File: src/rtl/if_fetch_ctrl_pkg.sv
// Shared fetch-stage definitions: boot vector, memory size, bubble word and
// controller state encoding used by the fetch, memory and hazard sources.
package if_fetch_ctrl_pkg;

    localparam logic [31:0] DEFAULT_RESET_PC   = 32'h0000_0000;
    localparam int unsigned DEFAULT_IMEM_BYTES = 4096;
    localparam logic [31:0] DEFAULT_NOP_INSTR  = 32'h0000_0013;

    typedef enum logic [1:0] {
        ST_BOOT  = 2'd0,
        ST_RUN   = 2'd1,
        ST_FAULT = 2'd2
    } fetch_state_e;

endpackage

File: src/rtl/if_fetch_ctrl_if.sv
// Fetch-side bus: the instruction-memory port plus the IF/ID register seen by decode.
interface if_fetch_ctrl_if;

    logic [31:0] imem_pc;
    logic [31:0] imem_instr;
    logic [31:0] ifid_pc;
    logic [31:0] ifid_instr;
    // ifid_valid qualifies ifid_pc/ifid_instr; low means the register holds a bubble.
    logic        ifid_valid;

    modport master (
        output imem_pc,
        input  imem_instr,
        output ifid_pc,
        output ifid_instr,
        output ifid_valid
    );

    modport slave (
        input  imem_pc,
        output imem_instr,
        input  ifid_pc,
        input  ifid_instr,
        input  ifid_valid
    );

endinterface

File: src/rtl/if_fetch_ctrl_fetch_addr_check.sv
// Combinational legality test for a fetch address: word aligned and inside imem.
module fetch_addr_check #(
    parameter int unsigned IMEM_BYTES = 4096
) (
    input  logic [31:0] addr,
    output logic        legal
);

    always_comb begin
        legal = (addr[1:0] == 2'b00) && (addr < 32'(IMEM_BYTES));
    end

endmodule

File: src/rtl/if_fetch_ctrl.sv
// Instruction-fetch controller: owns the PC, fills IF/ID, applies stall and
// redirect, and halts in a terminal FAULT state on any illegal fetch address.
module if_fetch_ctrl
    import if_fetch_ctrl_pkg::*;
#(
    parameter logic [31:0] RESET_PC   = DEFAULT_RESET_PC,
    parameter int unsigned IMEM_BYTES = DEFAULT_IMEM_BYTES,
    parameter logic [31:0] NOP_INSTR  = DEFAULT_NOP_INSTR
) (
    input  logic                 clk,
    input  logic                 reset,
    input  logic                 stall,
    input  logic                 redirect,
    input  logic [31:0]          redirect_pc,
    if_fetch_ctrl_if.master      bus,
    output logic                 fault,
    output logic [31:0]          fault_pc,
    output logic                 halted,
    output logic [31:0]          fetch_count,
    output fetch_state_e         dbg_state
);

    fetch_state_e state;
    logic [31:0]  pc_q;
    logic [31:0]  ifid_pc_q;
    logic [31:0]  ifid_instr_q;
    logic         ifid_valid_q;
    logic         pc_legal;
    logic         redirect_legal;

    fetch_addr_check #(.IMEM_BYTES(IMEM_BYTES)) u_pc_check (
        .addr  (pc_q),
        .legal (pc_legal)
    );

    fetch_addr_check #(.IMEM_BYTES(IMEM_BYTES)) u_redirect_check (
        .addr  (redirect_pc),
        .legal (redirect_legal)
    );

    always_ff @(posedge clk) begin
        if (reset) begin
            state        <= ST_BOOT;
            pc_q         <= RESET_PC;
            ifid_pc_q    <= 32'h0;
            ifid_instr_q <= NOP_INSTR;
            ifid_valid_q <= 1'b0;
            fault        <= 1'b0;
            fault_pc     <= 32'h0;
            halted       <= 1'b0;
            fetch_count  <= 32'h0;
        end else begin
            case (state)
                ST_BOOT, ST_RUN: begin
                    // Redirect outranks stall; BOOT handles it exactly like RUN.
                    if (redirect && redirect_legal) begin
                        state        <= ST_RUN;
                        pc_q         <= redirect_pc;
                        ifid_instr_q <= NOP_INSTR;
                        ifid_valid_q <= 1'b0;
                    end else if (redirect) begin
                        state        <= ST_FAULT;
                        fault        <= 1'b1;
                        halted       <= 1'b1;
                        fault_pc     <= redirect_pc;
                        ifid_instr_q <= NOP_INSTR;
                        ifid_valid_q <= 1'b0;
                    end else if (state == ST_BOOT) begin
                        state        <= ST_RUN;
                        ifid_instr_q <= NOP_INSTR;
                        ifid_valid_q <= 1'b0;
                    end else if (stall) begin
                        state <= ST_RUN;
                    end else if (!pc_legal) begin
                        // Catches sequential fall-off past the last word of imem.
                        state        <= ST_FAULT;
                        fault        <= 1'b1;
                        halted       <= 1'b1;
                        fault_pc     <= pc_q;
                        ifid_instr_q <= NOP_INSTR;
                        ifid_valid_q <= 1'b0;
                    end else begin
                        ifid_pc_q    <= pc_q;
                        ifid_instr_q <= bus.imem_instr;
                        ifid_valid_q <= 1'b1;
                        pc_q         <= pc_q + 32'd4;
                        fetch_count  <= fetch_count + 32'd1;
                    end
                end
                ST_FAULT: begin
                    ifid_instr_q <= NOP_INSTR;
                    ifid_valid_q <= 1'b0;
                    fault        <= 1'b1;
                    halted       <= 1'b1;
                end
                default: begin
                    state        <= ST_FAULT;
                    fault        <= 1'b1;
                    halted       <= 1'b1;
                    fault_pc     <= pc_q;
                    ifid_instr_q <= NOP_INSTR;
                    ifid_valid_q <= 1'b0;
                end
            endcase
        end
    end

    assign bus.imem_pc    = pc_q;
    assign bus.ifid_pc    = ifid_pc_q;
    assign bus.ifid_instr = ifid_instr_q;
    assign bus.ifid_valid = ifid_valid_q;
    assign dbg_state      = state;

endmodule

File: src/flat_wrapper.sv
// flat-port wrapper written by rule: the top's interface ports become plain ports
module if_fetch_ctrl_flat import if_fetch_ctrl_pkg::*;
#(
    parameter logic [31:0] RESET_PC   = DEFAULT_RESET_PC,
    parameter int unsigned IMEM_BYTES = DEFAULT_IMEM_BYTES,
    parameter logic [31:0] NOP_INSTR  = DEFAULT_NOP_INSTR
)
  (clk, reset, stall, redirect, redirect_pc, fault, fault_pc, halted, fetch_count, dbg_state, bus_imem_pc, bus_imem_instr, bus_ifid_pc, bus_ifid_instr, bus_ifid_valid);
  if_fetch_ctrl_if bus_i ();
  input  logic clk;
  input  logic reset;
  input  logic stall;
  input  logic redirect;
  input  logic [31:0] redirect_pc;
  output logic fault;
  output logic [31:0] fault_pc;
  output logic halted;
  output logic [31:0] fetch_count;
  output fetch_state_e dbg_state;
  output wire logic [$bits(bus_i.imem_pc)-1:0] bus_imem_pc;
  input wire logic [$bits(bus_i.imem_instr)-1:0] bus_imem_instr;
  output wire logic [$bits(bus_i.ifid_pc)-1:0] bus_ifid_pc;
  output wire logic [$bits(bus_i.ifid_instr)-1:0] bus_ifid_instr;
  output wire logic [$bits(bus_i.ifid_valid)-1:0] bus_ifid_valid;
  assign bus_imem_pc = bus_i.imem_pc;
  assign bus_i.imem_instr = bus_imem_instr;
  assign bus_ifid_pc = bus_i.ifid_pc;
  assign bus_ifid_instr = bus_i.ifid_instr;
  assign bus_ifid_valid = bus_i.ifid_valid;
  if_fetch_ctrl #(.RESET_PC(RESET_PC), .IMEM_BYTES(IMEM_BYTES), .NOP_INSTR(NOP_INSTR)) u_core (.clk(clk), .reset(reset), .stall(stall), .redirect(redirect), .redirect_pc(redirect_pc), .bus(bus_i), .fault(fault), .fault_pc(fault_pc), .halted(halted), .fetch_count(fetch_count), .dbg_state(dbg_state));
endmodule
File: config.mk
export PLATFORM = sky130hd
export DESIGN_NAME = if_fetch_ctrl_flat
export DESIGN_NICKNAME = d
export VERILOG_FILES = /design/src/rtl/if_fetch_ctrl_pkg.sv /design/src/rtl/if_fetch_ctrl_if.sv /design/src/rtl/if_fetch_ctrl_fetch_addr_check.sv /design/src/rtl/if_fetch_ctrl.sv /design/src/flat_wrapper.sv
export SDC_FILE = /design/constraint.sdc
export NUM_CORES = 1
export LEC_CHECK = 0
export CORE_MARGIN = 1.5
export CORE_UTILIZATION = 42
export CTS_CLUSTER_SIZE = 10
export DETAILED_ROUTE_END_ITERATION = 16
export GPL_ROUTABILITY_DRIVEN = 0
export GPL_TIMING_DRIVEN = 0
export PLACE_DENSITY_LB_ADDON = 0.1
export SLEW_MARGIN = 10
export SYNTH_ARGS = -nofsm -noshare
export SYNTH_HDL_FRONTEND = slang
export SYNTH_HIERARCHICAL = 1
export SYNTH_SLANG_ARGS = --single-unit
File: constraint.sdc
create_clock -name clk -period 2.72 [get_ports clk]
set_input_delay 0.544 -clock clk [delete_from_list [all_inputs] [get_ports clk]]
set_output_delay 0.544 -clock clk [all_outputs]
set_load 0.05 [all_outputs]
# Word-level counts from Yosys, hierarchy flattened
# Cells that the tools add are included.
# word_totals
input_bits	68
regBits	164
output_inout_bits	165
word_cells	67
# classes
n_reduce_logical	14
n_addsub	2
mux	25
bitwise	6
n_lt_le_gt_ge	2
eq_ne	10
# op_table
op	n
two-way mux 32 bit	11
less-than comparator 32 x 13 -> 1 bit (second input constant)	2
one-hot mux 32 bit (2 select lines)	1
adder 32 x 1 -> 32 bit (second input constant)	1
adder 32 x 3 -> 32 bit (second input constant)	1
two-way mux 2 bit	5
AND reduction 5 bit	2
inequality test 3 bit (second input constant)	3
two-way mux 1 bit	7
logical NOT 2 bit	3
inequality test 2 x 1 -> 1 bit (second input constant)	3
inequality test 6 bit (second input constant)	1
NOT 1 bit	6
AND reduction 6 bit	1
OR reduction 5 bit	1
one-hot mux 2 bit (2 select lines)	1
AND reduction 4 bit	1
logical AND 1 bit	3
== test 2 x 1 -> 1 bit (second input constant)	1
== test 2 bit (second input constant)	1
inequality test 2 bit (second input constant)	1
AND reduction 2 bit	1
nonzero test 2 bit	1
OR reduction 2 bit	1

# Longest topological paths before layout
# logic_depth
word_depth	8
mapped_depth	11
mapped_depth_nobuf	8

# By module
# Netlist, hierarchy kept.
# by_module_without_submodules
mod	n_inst	cells_each	seq_area_each_um2	area_each_um2
if_fetch_ctrl	1	872	3283.1	7198.2
fetch_addr_check	2	7	0.0	51.3

# Least setup slack after synthesis
# No wires, ideal clock.
# synth_path
path_type	register to register
from	reg u_core.pc_q[1] (netlist: u_core/bus.imem_pc[1])
to	reg u_core.fetch_count[27]
setup_ns	0.070
arrival_ns	3.159
path_stages_with_launch	9
n_path_buf	1
synth_period_minus_slack_ns	3.230
path_slack_ns	-0.510
required_ns	2.650
cell_sequence	dfxtp_1 > or4_1 > nor4_2 > nand4bb_4 > or4b_4 > or4_1 > buf_2 > or3_1 > a21oi_1
# synth_between
elab_chain_cells	3
elab_cells_between_ends	4
cone_classes	order compare (1); reduce/logical (3)
# synth_rtl
item	line	rtl
start: declaration	if_fetch_ctrl.sv:24	logic [31:0] pc_q;
start signal: assignment	if_fetch_ctrl.sv:58	pc_q <= redirect_pc;
start signal: assignment	if_fetch_ctrl.sv:86	pc_q <= pc_q + 32'd4;
less-than comparator 32 x 13 -> 1 bit or logical NOT 2 bit (tied branches)	if_fetch_ctrl_fetch_addr_check.sv:10	legal = (addr[1:0] == 2'b00) && (addr < 32'(IMEM_BYTES));
logical AND 1 bit (*)	if_fetch_ctrl_fetch_addr_check.sv:10	
via u_core.pc_legal	if_fetch_ctrl.sv:28	logic pc_legal;
AND reduction 6 bit (no line) (*)	n/a	
end signal: assignment	if_fetch_ctrl.sv:87	fetch_count <= fetch_count + 32'd1;
end: declaration	if_fetch_ctrl.sv:19	output logic [31:0] fetch_count,
# Mark *: on every way through the listed nets, which the timed path passes. The rest lies on a longest branch.
# A chain may end at the register's enable or synchronous reset.

# Worst setup path in the final report
# layout_path
from	reg u_core.pc_q[15] (netlist: u_core/bus.imem_pc[15])
to	reg u_core.fetch_count[25]
# layout_between
elab_chain_cells	3
# layout_rtl
item	line
less-than comparator 32 x 13 -> 1 bit	if_fetch_ctrl_fetch_addr_check.sv:10
logical AND 1 bit	if_fetch_ctrl_fetch_addr_check.sv:10
via u_core.pc_legal	if_fetch_ctrl.sv:28
AND reduction 6 bit (no line)	n/a
# The timed path passes the listed nets, and every way through them passes these cells.

==> results.md <==
* CTS Buf Count at 17
* Ys flop type: dfxtp_1
* Vias in the first global route at a little over 7000
* Crit path largest cell delay at between 500 and 600 ps
* Sw Ratio at between 20 and 30%
* Async SR Flop Fraction at 0%
* WS Path Type: reg2reg
* Yosys top cell by area: dfxtp_1
* Clock group share of total power at 41.7%
* Die Wd at 134.8 microns
* Register area share after synthesis at 44.97%
* PwrDens at between 500 and 600 nW/um^2
* Fin. max-slew vios at 0
* Vias at between 7000 and 8000
* Top cells by count, synth: dfxtp_1, nand2_1, nor2_1
* Worst-Margin Slew at 897.8 ps
* Worst Reg-to-Reg Cells at 8
* Final Hold Violating Endpoints at 0
* Synth warn at 6
* Crit path buffers/inverters at 0
* Hold_sp: redirect_pc[1]
* Mapped Area at roughly 7300 sq um
* Internal power at 4.074 mW
* Critical R2R Launch: u_core/bus.imem_pc[15]$_SDFFE_PP0P_
* Dpl hpwl at roughly 19000 microns
* Final cell count without fillers at 1390
* Post-Place Cells at roughly 1300
* CTS tree: done
* Clock Latency Late Sink at between 400 and 500 ps
* Diode count at 0
* CTS root buf: clkbuf_16
* Clk_skew at between 10 and 15 ps
* Final Critical Period at approximately 3000 ps
* IO Pins at 233
* Outcome: complete, but fails checks
* Synthesized instance count at roughly 890
* Layout Utilization at between 60% and 70%
* Syn avg cell area at 8.240 sq um
* Syn_nets at approximately 960
* Wire length after detailed routing at ~27000 microns
* Crit path launch type: register
* Final worst slack at -340.8 ps
* Total global-route track usage at between 20 and 30%
* Cell Area, Placed at roughly 10000 sq um
* Net Switching at about 1.5 mW
* Part of the cycle the worst path needs at 112.5%
* Antenna Nets Post-Route at 0
* Cell row count at between 40 and 50
* Top delay family on crit path: simple AND/OR/NAND/NOR gates
* Clock slew at reported path FFs at ~70 ps
* Count leader, synth: dfxtp_1
* Fin nets at approximately 1200
* Critical path required time at a little over 3000 ps
* Max Cap Viol at 0
* Power share of the combinational group at roughly 14%
* Peak VDD IR at between 0.4 and 0.5 mV
* Clock sink total at around 160
* Die area at between 15000 and 20000 sq um
* Synth top area cells: dfxtp_1, nand2_1, nor2_1
* Max Clk Rate at about 330 MHz
* Most common cell type on the critical path: nor4_4
* Max stage delay cell, worst path: or4_4
* Failing checks: negative setup slack
* Initial Utilization at 42.65%
* Drt initial violations at 856
* # port buffers at 230
* Hold buffer count at cts at 0
* DRC Markers at 0
* Initial antenna violation count at 0
* Unique masters post-synth at 57
* Crit path cell chain: nor4_4 > nand4_1 > nor4_4 > nand4bb_4 > or4b_4 > or4_4 > or3_4 > a21oi_2
* Hold EP: u_core/bus.imem_pc[1]$_SDFFE_PP0P_
* FF-to-FF setup slack at -340 ps
* Finished Cell Area at ~11000 sq um
* RSZ-0062 raised after global routing: yes
* Die H at around 130 microns
* Worst-case clock buffer depth at 2
* Global-route wire length before repair at 39890 microns
* Core Area at about 17000 sq um
* Yosys reg bits at between 150 and 200
* Synth top area share at between 40% and 50%
* Vias per inst at around 5.6
* Slew headroom at about 40%
* DR pass1 iterations at 5
* Reg2Reg Capture Point: u_core/fetch_count[25]$_SDFFE_PP0P_
* Final setup fails at 30
* Share of layout cells above drive strength 1 at roughly 13%
* Synth-to-layout area growth at 51.12%
* Worst Hold Class: in2reg
* Post-synth EDFFs at 0
* Largest net degree at the start of global routing at 17
* Flop pwr share at between 40% and 50%
* Crit end category: register
* H-tree depth at 4
* Fillers at roughly 1500
* GRT Residual Overflow at 0
* WL per Instance at ~19 microns
* WP data arrival at 3420 ps
* Hold path cells at 3
* Leakage at 3.819 nW
* CP Max Fanout at 7
[what timing repair did]
action	CTS	global route
gates resized for setup	68	63
gates cloned	0	2
pin swaps	16	18
endpoints found under the hold margin	0	0
endpoints found under the setup margin	127	107
buffers inserted	12	7
[worst reg2reg max path: stages, from the launching register on]
cell and delay [ps]:
dfxtp_4 370, nor4_4 320, nand4_1 240, nor4_4 380, nand4bb_4 150, or4b_4 510
or4_4 540, or3_4 350, a21oi_2 130
[worst max path at each step]
stage	from	to	slack, ps	depth (start not counted)
floorplan	u_core/bus.imem_pc[24]$_SDFFE_PP0P_	u_core/fetch_count[27]$_SDFFE_PP0P_	-220	8
global route	u_core/bus.imem_pc[15]$_SDFFE_PP0P_	u_core/fetch_count[25]$_SDFFE_PP0P_	-410	8
CTS	u_core/bus.imem_pc[1]$_SDFFE_PP0P_	u_core/fetch_count[25]$_SDFFE_PP0P_	-340	8
global placement	redirect_pc[24]	u_core/bus.imem_pc[13]$_SDFFE_PP0P_	-1340	10
finish	u_core/bus.imem_pc[15]$_SDFFE_PP0P_	u_core/fetch_count[25]$_SDFFE_PP0P_	-340	8
detailed placement	redirect_pc[24]	u_core/bus.imem_pc[13]$_SDFFE_PP0P_	-1310	10
[routing by layer]
| layer | track usage (%) | vias up | wire length [microns] |
|---|---|---|---|
| met5 | 0 | - | 0 |
| met4 | 11.89 | 0 | 812 |
| met3 | 8.071 | 71 | 2586 |
| met2 | 44.70 | 366 | 12190 |
| met1 | 36.36 | 3701 | 10950 |
| li1 | - | 3701 | - |
[flip-flops by register name, indices dropped and copies added, names as in the netlist]
signal	count
u_core/bus.ifid_instr	32
u_core/bus.ifid_pc	32
u_core/bus.imem_pc	32
u_core/fault_pc	32
u_core/fetch_count	32
u_core/dbg_state	2
u_core/bus.ifid_valid	1
u_core/halted	1
[cell type report]
type / count / area [sq um] / area share (%)
clock inverter: 8 / 63.81 / 0.5784
timing repair buffer: 250 / 2460 / 22.30
tap: 225 / 281.5 / 2.552
inverter: 11 / 41.29 / 0.3742
multi-input combinational: 643 / 3994 / 36.20
sequential: 164 / 3328 / 30.17
buffer: 65 / 351.6 / 3.187
clock buffer: 24 / 513.0 / 4.650
[cells in the final DEF (no fill, tap or decap), types with 6 or more instances in the layout]
cell type / n
a22oi_1: 33
and3_1: 9
xnor2_1: 17
nand2_1: 127
buf_6: 8
nor4_1: 8
dfxtp_2: 12
mux2i_1: 32
clkbuf_2: 11
a211oi_1: 34
dfxtp_4: 8
and4_1: 10
nor4_4: 7
clkbuf_8: 6
clkbuf_1: 35
inv_1: 11
buf_4: 21
a21oi_1: 65
nand4_1: 19
nand3_1: 29
nor2_1: 103
clkbuf_16: 18
nor3_1: 17
or3_1: 7
dfxtp_1: 144
xor2_1: 7
clkdlybuf4s50_1: 215
dlygate4sd2_1: 11
o21ai_0: 22
[power groups by stage]
stage | Sequential (mW) | Combinational [mW] | Clock [mW]
after floorplan | 2.72 | 0.247 | 0
after global placement | 2.54 | 0.741 | 0
after detailed placement | 2.54 | 0.741 | 0
after CTS | 2.48 | 0.756 | 2.38
after global routing | 2.49 | 0.831 | 2.48
final | 2.48 | 0.790 | 2.34
[cells by family (layout without fill, tap and decap cells)]
kind of cell,count (synthesis),count (layout),synth area share [%]
muxes,34,34,4.696
and+or+nand+nor,382,382,25.12
DFF,164,164,44.97
buffers and inverters,80,358,4.302
xor gates and xnor gates,25,25,2.999
adders and majority gates,2,2,0.3427
AOI/OAI and AO/OA,199,200,17.57
[metrics by stage]
stage	power [mW]	setup WS [ps]	hold WS, ps	TNS [ps]
after global routing	5.804	-411.5	451.6	-6378
after global placement	3.277	-1341	441.8	-95620
after floorplan	2.967	-220.5	555.0	-702.7
after CTS	5.621	-343.4	458.3	-1326
after detailed placement	3.280	-1309	448.4	-99190
final	5.612	-340.8	426.3	-3152
(Power assumes the default switching activity.)
